File: config.mk
export PLATFORM = sky130hd
export DESIGN_NAME = tri_sample_packer_flat
export DESIGN_NICKNAME = d
export VERILOG_FILES = /design/src/rtl/tri_sample_packer_if.sv /design/src/rtl/tri_sample_packer.sv /design/src/flat_wrapper.sv
export SDC_FILE = /design/constraint.sdc
export NUM_CORES = 1
export LEC_CHECK = 0
export CORE_MARGIN = 8
export CORE_UTILIZATION = 25
export DETAILED_ROUTE_END_ITERATION = 6
export GPL_ROUTABILITY_DRIVEN = 0
export SYNTH_ARGS = -nofsm -noshare
export SYNTH_HDL_FRONTEND = slang
export SYNTH_SLANG_ARGS = --single-unit
File: constraint.sdc
create_clock -name clk -period 2.6 [get_ports clk]
set_input_delay 0.39 -clock clk [delete_from_list [all_inputs] [get_ports clk]]
set_output_delay 0.39 -clock clk [all_outputs]
set_load 0.02 [all_outputs]
File: src/rtl/tri_sample_packer_if.sv
// Sample-in / word-out handshake bundle for tri_sample_packer.
// slave: the packer's view. master: the upstream/downstream environment's view.
interface tri_sample_packer_if #(
  parameter int IN_W  = 3,
  parameter int OUT_W = 8
);
  logic             in_valid;
  logic             in_ready;
  logic [IN_W-1:0]  in_data;
  logic             flush;
  logic             out_valid;
  logic             out_ready;
  logic [OUT_W-1:0] out_data;
  logic             out_last;

  modport slave (
    input  in_valid, in_data, flush, out_ready,
    output in_ready, out_valid, out_data, out_last
  );

  modport master (
    output in_valid, in_data, flush, out_ready,
    input  in_ready, out_valid, out_data, out_last
  );
endinterface

File: src/rtl/tri_sample_packer.sv
// tri_sample_packer: packs IN_W-bit {c,b,a} samples LSB-first into OUT_W-bit
// words. A flush zero-pads any partial word and tags the final word out_last.
// Optional build macro TRI_SAMPLE_PACKER_STATS_EN adds word_cnt/stall_cnt.
module tri_sample_packer #(
  parameter int IN_W  = 3,
  parameter int OUT_W = 8
) (
  input  logic                  clk,
  input  logic                  rst,
  tri_sample_packer_if.slave    bus
`ifdef TRI_SAMPLE_PACKER_STATS_EN
  ,
  output logic [15:0]           word_cnt,
  output logic [15:0]           stall_cnt
`endif
);

  localparam int ACC_W  = OUT_W + IN_W - 1;
  localparam int FILL_W = $clog2(ACC_W + 1);

  typedef enum logic {ST_FILL, ST_FLUSH} state_e;

  state_e             state_q, state_d;
  logic [ACC_W-1:0]   acc_q, acc_d;
  logic [FILL_W-1:0]  fill_q, fill_d;
  logic [OUT_W-1:0]   pad_mask;
  logic               in_ready_c;
  logic               out_valid_c;
  logic               in_fire;
  logic               out_fire;

  assign in_fire  = bus.in_valid & in_ready_c;
  assign out_fire = out_valid_c & bus.out_ready;

  // State register: accumulator, fill level and mode.
  always_ff @(posedge clk) begin
    if (rst) begin
      state_q <= ST_FILL;
      acc_q   <= '0;
      fill_q  <= '0;
    end else begin
      state_q <= state_d;
      acc_q   <= acc_d;
      fill_q  <= fill_d;
    end
  end

  // Handshake outputs; FLUSH zeroes any word bits at or above the fill level.
  always_comb begin
    pad_mask = '0;
    for (int unsigned i = 0; i < OUT_W; i++) begin
      pad_mask[i] = (i < 32'(fill_q));
    end
    in_ready_c  = 1'b0;
    out_valid_c = 1'b0;
    bus.out_data = acc_q[OUT_W-1:0];
    bus.out_last = 1'b0;
    if (state_q == ST_FILL) begin
      out_valid_c = (fill_q >= FILL_W'(OUT_W));
      in_ready_c  = (fill_q < FILL_W'(OUT_W)) | bus.out_ready;
    end else begin
      out_valid_c  = (fill_q != '0);
      bus.out_data = acc_q[OUT_W-1:0] & pad_mask;
      bus.out_last = (fill_q <= FILL_W'(OUT_W));
    end
    bus.in_ready  = in_ready_c;
    bus.out_valid = out_valid_c;
  end

  // Next state: drain a word first, then append the new sample at the
  // post-drain fill position so sample order is preserved.
  always_comb begin
    state_d = state_q;
    acc_d   = acc_q;
    fill_d  = fill_q;
    if (state_q == ST_FILL) begin
      if (out_fire) begin
        acc_d  = acc_q >> OUT_W;
        fill_d = fill_q - FILL_W'(OUT_W);
      end
      if (in_fire) begin
        acc_d  = acc_d | (ACC_W'(bus.in_data) << fill_d);
        fill_d = fill_d + FILL_W'(IN_W);
      end
      if (bus.flush && (fill_d != '0)) begin
        state_d = ST_FLUSH;
      end
    end else if (out_fire) begin
      if (fill_q > FILL_W'(OUT_W)) begin
        acc_d  = acc_q >> OUT_W;
        fill_d = fill_q - FILL_W'(OUT_W);
      end else begin
        acc_d   = '0;
        fill_d  = '0;
        state_d = ST_FILL;
      end
    end
  end

`ifdef TRI_SAMPLE_PACKER_STATS_EN
  logic [15:0] word_cnt_q;
  logic [15:0] stall_cnt_q;

  // Free-running wrap-around counters of emitted words and stalled input cycles.
  always_ff @(posedge clk) begin
    if (rst) begin
      word_cnt_q  <= '0;
      stall_cnt_q <= '0;
    end else begin
      if (out_fire) begin
        word_cnt_q <= word_cnt_q + 16'd1;
      end
      if (bus.in_valid && !in_ready_c) begin
        stall_cnt_q <= stall_cnt_q + 16'd1;
      end
    end
  end

  assign word_cnt  = word_cnt_q;
  assign stall_cnt = stall_cnt_q;
`endif

endmodule
File: src/flat_wrapper.sv
// flat-port wrapper written by rule: the top's interface ports become plain ports
module tri_sample_packer_flat 
#(
  parameter int IN_W  = 3,
  parameter int OUT_W = 8
)
  (clk, rst, bus_in_valid, bus_in_data, bus_flush, bus_out_ready, bus_in_ready, bus_out_valid, bus_out_data, bus_out_last);
  tri_sample_packer_if #(.IN_W(IN_W), .OUT_W(OUT_W)) bus_i ();
  input  logic clk;
  input  logic rst;
  input wire logic [$bits(bus_i.in_valid)-1:0] bus_in_valid;
  input wire logic [$bits(bus_i.in_data)-1:0] bus_in_data;
  input wire logic [$bits(bus_i.flush)-1:0] bus_flush;
  input wire logic [$bits(bus_i.out_ready)-1:0] bus_out_ready;
  output wire logic [$bits(bus_i.in_ready)-1:0] bus_in_ready;
  output wire logic [$bits(bus_i.out_valid)-1:0] bus_out_valid;
  output wire logic [$bits(bus_i.out_data)-1:0] bus_out_data;
  output wire logic [$bits(bus_i.out_last)-1:0] bus_out_last;
  assign bus_i.in_valid = bus_in_valid;
  assign bus_i.in_data = bus_in_data;
  assign bus_i.flush = bus_flush;
  assign bus_i.out_ready = bus_out_ready;
  assign bus_in_ready = bus_i.in_ready;
  assign bus_out_valid = bus_i.out_valid;
  assign bus_out_data = bus_i.out_data;
  assign bus_out_last = bus_i.out_last;
  tri_sample_packer #(.IN_W(IN_W), .OUT_W(OUT_W)) u_core (.clk(clk), .rst(rst), .bus(bus_i));
endmodule
# Word level (Yosys, flattened, before mapping)
# Cells that the tools add are included.
dict set report classes {
  n_addsub 2
  magnitude_cmp 12
  eq_ne 1
  shift 1
  mux 21
  bitwise 5
  n_reduce_logical 3
}
# cell n
set op_table {}
lappend op_table {{10-bit 2-to-1 mux} 5}
lappend op_table {{4-bit 2-to-1 mux} 7}
lappend op_table {{3-bit by 4-bit less-than comparator with 1-bit output (first input constant)} 4}
lappend op_table {{10-bit bitwise OR} 1}
lappend op_table {{3-bit by 4-bit left shift with 10-bit output} 1}
lappend op_table {{8-bit AND} 1}
lappend op_table {{1-bit by 4-bit less-than comparator with 1-bit output (first input constant)} 2}
lappend op_table {{2-bit by 4-bit less-than comparator with 1-bit output (first input constant)} 2}
lappend op_table {{8-bit 2-to-1 mux} 1}
lappend op_table {{4-bit nonzero test} 2}
lappend op_table {{1-bit 2-to-1 mux} 7}
lappend op_table {{4-bit by 2-bit adder with 4-bit output (second input constant)} 1}
lappend op_table {{4-bit greater-or-equal comparator (second input constant)} 1}
lappend op_table {{4-bit greater-than comparator (second input constant)} 1}
lappend op_table {{4-bit <= comparator (second input constant)} 1}
lappend op_table {{4-bit less-than comparator (second input constant)} 1}
lappend op_table {{4-bit subtractor (second input constant)} 1}
lappend op_table {{1-bit AND} 2}
lappend op_table {{2-bit 2-to-1 mux} 1}
lappend op_table {{2-bit inequality test (second input constant)} 1}
lappend op_table {{1-bit logical AND} 1}
lappend op_table {{1-bit bitwise OR} 1}
dict set report word_totals {
  reg_bits 15
  in_bits 8
}

# Depth between registers and ports, before layout
# Gate-level depths: netlist of run 1.
dict set report logic_depth {
  ltp_word 12
  ltp_mapped 9
  depth_no_buf 7
}

# Worst setup path before layout of run 1
# Ideal clock, no wire load.
dict set report synth_timing {
  path_kind {reg-to-output}
  startpoint {register u_core.fill_q[0]}
  endpoint {output port bus_out_data[4]}
  t_arrival_ns 1.565
  required_time_ns 2.210
  setup_slack_ns 0.645
  path_stages_with_launch 6
  path_buffers 1
  cell_sequence {dfxtp_1 -> buf_2 -> inv_1 -> ha_1 -> nand2b_1 -> a21boi_0}
}
dict set report synth_between {
  elab_chain_len 3
}
# element line_no
set synth_rtl {}
lappend synth_rtl {{start: declaration} tri_sample_packer.sv:25} ;# logic [FILL_W-1:0] fill_q, fill_d;
lappend synth_rtl {{start signal: assignment} tri_sample_packer.sv:44} ;# fill_q <= fill_d;
lappend synth_rtl {{3-bit by 4-bit less-than comparator with 1-bit output} tri_sample_packer.sv:52} ;# pad_mask[i] = (i < 32'(fill_q));
lappend synth_rtl {{8-bit AND} tri_sample_packer.sv:63} ;# bus.out_data = acc_q[OUT_W-1:0] & pad_mask;
lappend synth_rtl {{8-bit 2-to-1 mux} tri_sample_packer.sv:58} ;# if (state_q == ST_FILL) begin
lappend synth_rtl {{end: declaration} flat_wrapper.sv:17} ;# output wire logic [$bits(bus_i.out_data)-1:0] bus_out_data;
# Every way passes these cells.

# Worst setup path after layout of run 1
dict set report layout_timing {
  startpoint {register u_core.fill_q[2]}
  endpoint {output port bus_out_last}
}
dict set report layout_between {
  elab_chain_len 2
}
# element line_no
set layout_rtl {}
lappend layout_rtl {{4-bit <= comparator} tri_sample_packer.sv:64} ;# bus.out_last = (fill_q <= FILL_W'(OUT_W));
lappend layout_rtl {{1-bit 2-to-1 mux} tri_sample_packer.sv:58}
lappend layout_rtl {{end: declaration} flat_wrapper.sv:18} ;# output wire logic [$bits(bus_i.out_last)-1:0] bus_out_last;
# Every way passes these cells.

==> metrics.txt, run 1 <==
chip width=80.02 microns; area share of xor/xnor cells in the synthesized design=0; core area=0.003971 sq mm; skew final=0.01022 ns; cts-stage hold buffer count=0; largest family of logic cells by synthesized area=simple AND/OR/NAND/NOR gates; met1 GRT Util=0.1270; post_cts resized=0; setup TNS=0 ns; final setup violation count=0; final core occ=0.3267; Cell Area, Synth=0.001025 sq mm; Post-Syn Instances=128; initial antenna violation count=0; main area contributors after synthesis=dfxtp_1, nor2_1, nand2_1, a21boi_0, nor2b_1; hold wc startpoint=u_core.acc_q[4]; Slew @ Worst Pin=0.5578 ns; worst slack, placed=0.3280 ns; register clock-pin slew on the reported worst setup and hold paths=0.06 ns; period utilization=0.9375; Detailed Route Iter0 Violations=91; reg2reg end=u_core.acc_q[1]; syn nets=138; Simple-Gate Fraction of Synth Area=0.3077; outcome=complete, no violations; GR Overflow Total=0; detailed placement HPWL=2149 microns; hold crit path type=flip-flop to flip-flop; Adder-Cell Fraction of Synth Area=0.02442; Vias/cell=5.159; Residual DRC=0; first drt pass iteration count=4; vias in the first global route=973; post-route setup slack=0.1625 ns; CTS sink count=15; row count=23; worst r2r src=u_core.fill_q[1]; Tot Pwr=1.219 mW; Antenna Cells=0; relative slew slack=0.6277; final net count=156; Clock Path Buffers=2; asr flop ratio synth=0; Synth Area in Compound Gates=0.2674; Main synth FF type=dfxtp_1; Hold Path End=u_core.acc_q[4]; Initial Utilization=0.2580; fmax=0.4103 GHz; number of I/O pins=19; Antenna Violating Nets Remaining=0; # fillers=445; crit-path max cell delay=0.63 ns; height of the die=80.02 microns; later-pin clock latency in the skew report=0.26 ns; Avg Synthesized Cell Area=8.006 sq um; Post-synth EDFFs=0; CTS tree=done; CP max stage cell=clkdlybuf4s50_1; Final Slew Violations=0; CP startpoint kind=flip-flop; average wire per standard cell=14.56 microns; Post-synth top cells=nor2_1, dfxtp_1, nand2_1; IO Port Bufs=18; multiplexer area fraction after synthesis=0.05128; total wire length=2840 microns; Post-CTS Repair Setup Buffers=0; arrival time at the worst endpoint=2.05 ns; GR peak layer=met2; most frequent cell after synthesis=nor2_1; register area share after synthesis=0.2930; final hold viol count=0; total CTS buffers=3; R2R Setup Slk=0.86 ns; Yosys cell types=42; WHS=0.4856 ns; maximum vdd ir drop=0.3046 mV; Yosys reg bits=15; clock root buffer=clkbuf_8; largest net degree at the start of global routing=19; Max-cap violations=0; fin crit period=2.438 ns; DIE AREA=0.006403 sq mm; pwr dens=939.3 mW/mm^2; R2R depth=7; worst setup path category=flip-flop to output port; routing usage on met2=0.1342; area delta synth->final=26.62%; routed via count=1006; crit-path cells=or3_4, a21boi_0, clkdlybuf4s50_1; hold path depth=2; maximum fanout along the worst path=18; CP required=2.21 ns; GRT Resource Usage Total=0.09405; RSZ-0062 raised after global routing=false; Max H-tree Level=1; synth warn=0; cell taking the most area after synthesis=dfxtp_1; share of cells above drive strength 1=0.1241; Critical Path End Type=output port; top cell type's share of synthesized area=0.2930; GR Util met3=0.02252; Leak Pwr=0.4644 nW; global-route wire length before repair=4809 microns
==> worst max path at each step <==
stage,startpoint,end,slack (ns),cells past startpoint
floorplan,u_core.fill_q[0],bus_out_data[4],0.65,5
global placement,bus_out_ready,bus_in_ready,0.41,4
detailed placement,bus_out_ready,bus_in_ready,0.33,4
CTS,u_core.fill_q[2],bus_out_last,0.15,3
global route,u_core.fill_q[2],bus_out_last,0.07,3
finish,u_core.fill_q[2],bus_out_last,0.16,3
==> stage by stage <==
stage	cells	instance area, sq um
after detailed placement	191	1251
after global placement	191	1251
final	195	1297
after global routing	195	1297
after floorplan	128	1025
after CTS	195	1297
==> logic make-up (layout without fill, tap and decap cells) <==
logic type | after synthesis | in the layout
muxes | 5 | 5
buffers and inverters | 12 | 29
and+or+nand+nor | 58 | 58
AOI/OAI and AO/OA | 36 | 36
DFF | 15 | 15
adders and majority gates | 2 | 2
==> critical path: cells and delay by family, from the launching register on <==
| family | cells | cell delay (ns) |
|---|---|---|
| flip-flops | 1 | 0.48 |
| AO/OA/AOI/OAI | 1 | 0.19 |
| AND/OR/NAND/NOR | 1 | 0.49 |
| buffers and inverters | 1 | 0.63 |
==> cell type report <==
class,count,area (sq um),area share
multi-input cells,101,666.9,0.5140
repair buffers,22,210.2,0.1620
well taps,50,62.56,0.04822
inverters,3,11.26,0.008679
clock inverters,1,5.005,0.003857
flip-flops and latches,15,300.3,0.2314
clock buffers,3,41.29,0.03182
==> metal layers <==
layer	part of all wire	wire length [microns]	up-vias
met5	0	0	-
met1	0.48	1356	473
met3	0.074	209	5
met2	0.43	1226	36
met4	0.017	48	0
li1	-	-	492
==> sequential cells by signal (all words and copies together) (netlist names) <==
signal          count
u_core.acc_q       10
u_core.state_q      1
u_core.fill_q       4
==> cells in the final DEF, fill, tap and decap left out, drive strengths merged, types with 3 or more instances in the layout <==
cell type / n
nor2: 20
clkdlybuf4s50: 18
a22oi: 4
a21boi: 6
nor2b: 5
mux2i: 3
inv: 3
nand2: 13
a32oi: 3
a21oi: 7
nand2b: 5
nand3: 4
clkbuf: 3
buf: 4
dfxtp: 15
==> power by group <==
group	internal [mW]	switching (mW)
sequential	0.279	0.0564
combinational	0.297	0.393
clock	0.106	0.0873
No activity file was read; power rests on OpenSTA's default activity.
==> run 2: changes to the inputs <==
--- a/config.mk
+++ b/config.mk
@@ -5,6 +5,8 @@
 export SDC_FILE = /design/constraint.sdc
 export NUM_CORES = 1
 export LEC_CHECK = 0
+export ABC_CLOCK_PERIOD_IN_PS = 2300
+export CAP_MARGIN = 30
 export CORE_MARGIN = 8
 export CORE_UTILIZATION = 25
 export DETAILED_ROUTE_END_ITERATION = 6
==> constraint.sdc (replaced) <==
create_clock -name clk -period 2.3 [get_ports clk]
set_input_delay 0.345 -clock clk [delete_from_list [all_inputs] [get_ports clk]]
set_output_delay 0.345 -clock clk [all_outputs]
set_load 0.02 [all_outputs]
==> metrics.txt, run 2 (synthesized netlist as in run 1, its figures left out) <==
hold crit path type=flip-flop to flip-flop; fmax=0.4652 GHz; height of the die=80.02 microns (unchanged); # fillers=416 (-6.5%); final net count=160 (+2.6%); setup TNS=0 ns (unchanged); largest reg by FF count=u_core.acc_q; maximum fanout along the worst path=10 (-8); chip width=80.02 microns (unchanged); post-route setup slack=0.1502 ns (-0.01222 ns); initial antenna violation count=0 (unchanged); DIE AREA=0.006403 sq mm (unchanged); outcome=complete, no violations; GR Overflow Total=0 (unchanged); DP Cell Count=195 (+2.1%); average wire per standard cell=14.30 microns (-1.8%); Final Slew Violations=0 (unchanged); clock root buffer=clkbuf_8; Max H-tree Level=1 (unchanged); Detailed Route Iter0 Violations=41 (-55%); worst setup path category=flip-flop to output port; pwr dens=1048 mW/mm^2 (+12%); largest net degree at the start of global routing=17 (-2); Largest register FFs=10 (unchanged); Critical Path End Type=output port; later-pin clock latency in the skew report=0.25 ns (about the same); IO Port Bufs=18 (unchanged); Regs by FF count=u_core.acc_q (10), u_core.fill_q (4), u_core.state_q (1); vias in the first global route=1005 (+3.3%); final hold viol count=0 (unchanged); relative slew slack=0.7155 (+0.08782); worst slack, placed=0.2638 ns (-0.06428 ns); Non-Filler Instances=199 (+2.1%); routed via count=1002 (-0.40%); GRT Resource Usage Total=0.09437 (+0.0003175); maximum vdd ir drop=0.3736 mV (+23%); commonest non-fill, non-tap cell in the layout=nor2_1; CTS tree=done; register clock-pin slew on the reported worst setup and hold paths=0.06 ns (about the same); core area=0.003971 sq mm (unchanged); total wire length=2846 microns (+0.21%); RSZ-0062 raised after global routing=false; Vias/cell=5.035 (-2.4%); global-route wire length before repair=4899 microns (+1.9%); share of cells above drive strength 1=0.1544 (+0.03022); CP startpoint kind=flip-flop; arrival time at the worst endpoint=1.80 ns (-0.25 ns); fin crit period=2.150 ns; CTS sink count=15 (unchanged); period utilization=0.9347; area delta synth->final=30.89%; Max-cap violations=0 (unchanged); Antenna Violating Nets Remaining=0 (unchanged); Tot Pwr=1.405 mW (+15%); Leak Pwr=0.5667 nW (+22%); Initial Utilization=0.2580 (unchanged); Residual DRC=0 (unchanged); Antenna Cells=0 (unchanged); row count=23 (unchanged); total CTS buffers=3 (unchanged); first drt pass iteration count=4 (unchanged); most frequent cells in the layout=nor2_1, nand2_1, clkdlybuf4s50_1, dfxtp_1, buf_4; number of I/O pins=19 (unchanged); final core occ=0.3377 (+0.01103); final setup violation count=0 (unchanged); Clock Path Buffers=2 (unchanged); CP required=1.96 ns (-0.25 ns); Slew @ Worst Pin=0.4252 ns (-0.1325 ns); skew final=0.002530 ns (-0.007687 ns); detailed placement HPWL=2168 microns (+0.87%)
run 2: layout make-up:
type	count	area, sq um	area share
flip-flops and latches	15	302.8	0.2257
multi-input cells	101	666.9	0.4972
inverters	3	11.26	0.008395
repair buffers	26	252.7	0.1884
well taps	50	62.56	0.04664
clock buffers	4	45.04	0.03358
run 2: stage by stage:
step                      hold WS (ns)  area (sq um)
after global routing            0.4912          1341
after detailed placement        0.4762          1281
after floorplan                 0.4455          1025
after CTS                       0.4852          1326
after global placement          0.4686          1281
final                           0.4823          1341
run 2: power by group:
| part | internal, mW | switching [mW] | leakage (nW) | total (mW) |
|---|---|---|---|---|
| Clock | 0.123 | 0.0942 | 0.0228 | 0.217 |
| Sequential | 0.319 | 0.0621 | 0.123 | 0.381 |
| Combinational | 0.350 | 0.457 | 0.421 | 0.807 |
| Total | 0.791 | 0.614 | 0.567 | 1.41 |
run 2: worst paths after layout:
kind | start | to | slack, ns | depth (start not counted)
max | u_core.fill_q[3] | bus_out_data[1] | 0.15 | 4
min | u_core.acc_q[4] | u_core.acc_q[4] | 0.48 | 2
max reg2reg | u_core.fill_q[1] | u_core.acc_q[1] | 0.59 | 8
min reg2reg | u_core.acc_q[4] | u_core.acc_q[4] | 0.48 | 2
run 2: metal layers:
layer	track usage	share of wire	vias up
met5	0	0	-
met4	0.01455	0.0018	0
met3	0.03491	0.066	2
met2	0.1407	0.43	28
met1	0.1274	0.50	472
li1	-	-	500
run 2: what timing repair did:
item / CTS / global route
hold buffers: 0 / 0
buffers inserted: 0 / 0
gates resized for setup: 0 / 7
endpoints found under the setup margin: 0 / 7
run 2: worst max-delay path: stages, from the launching register on:
cell and delay (ns):
dfxtp_2 0.43, nand2b_1 0.21, nor2_1 0.10, a21boi_0 0.19, clkdlybuf4s50_1 0.63
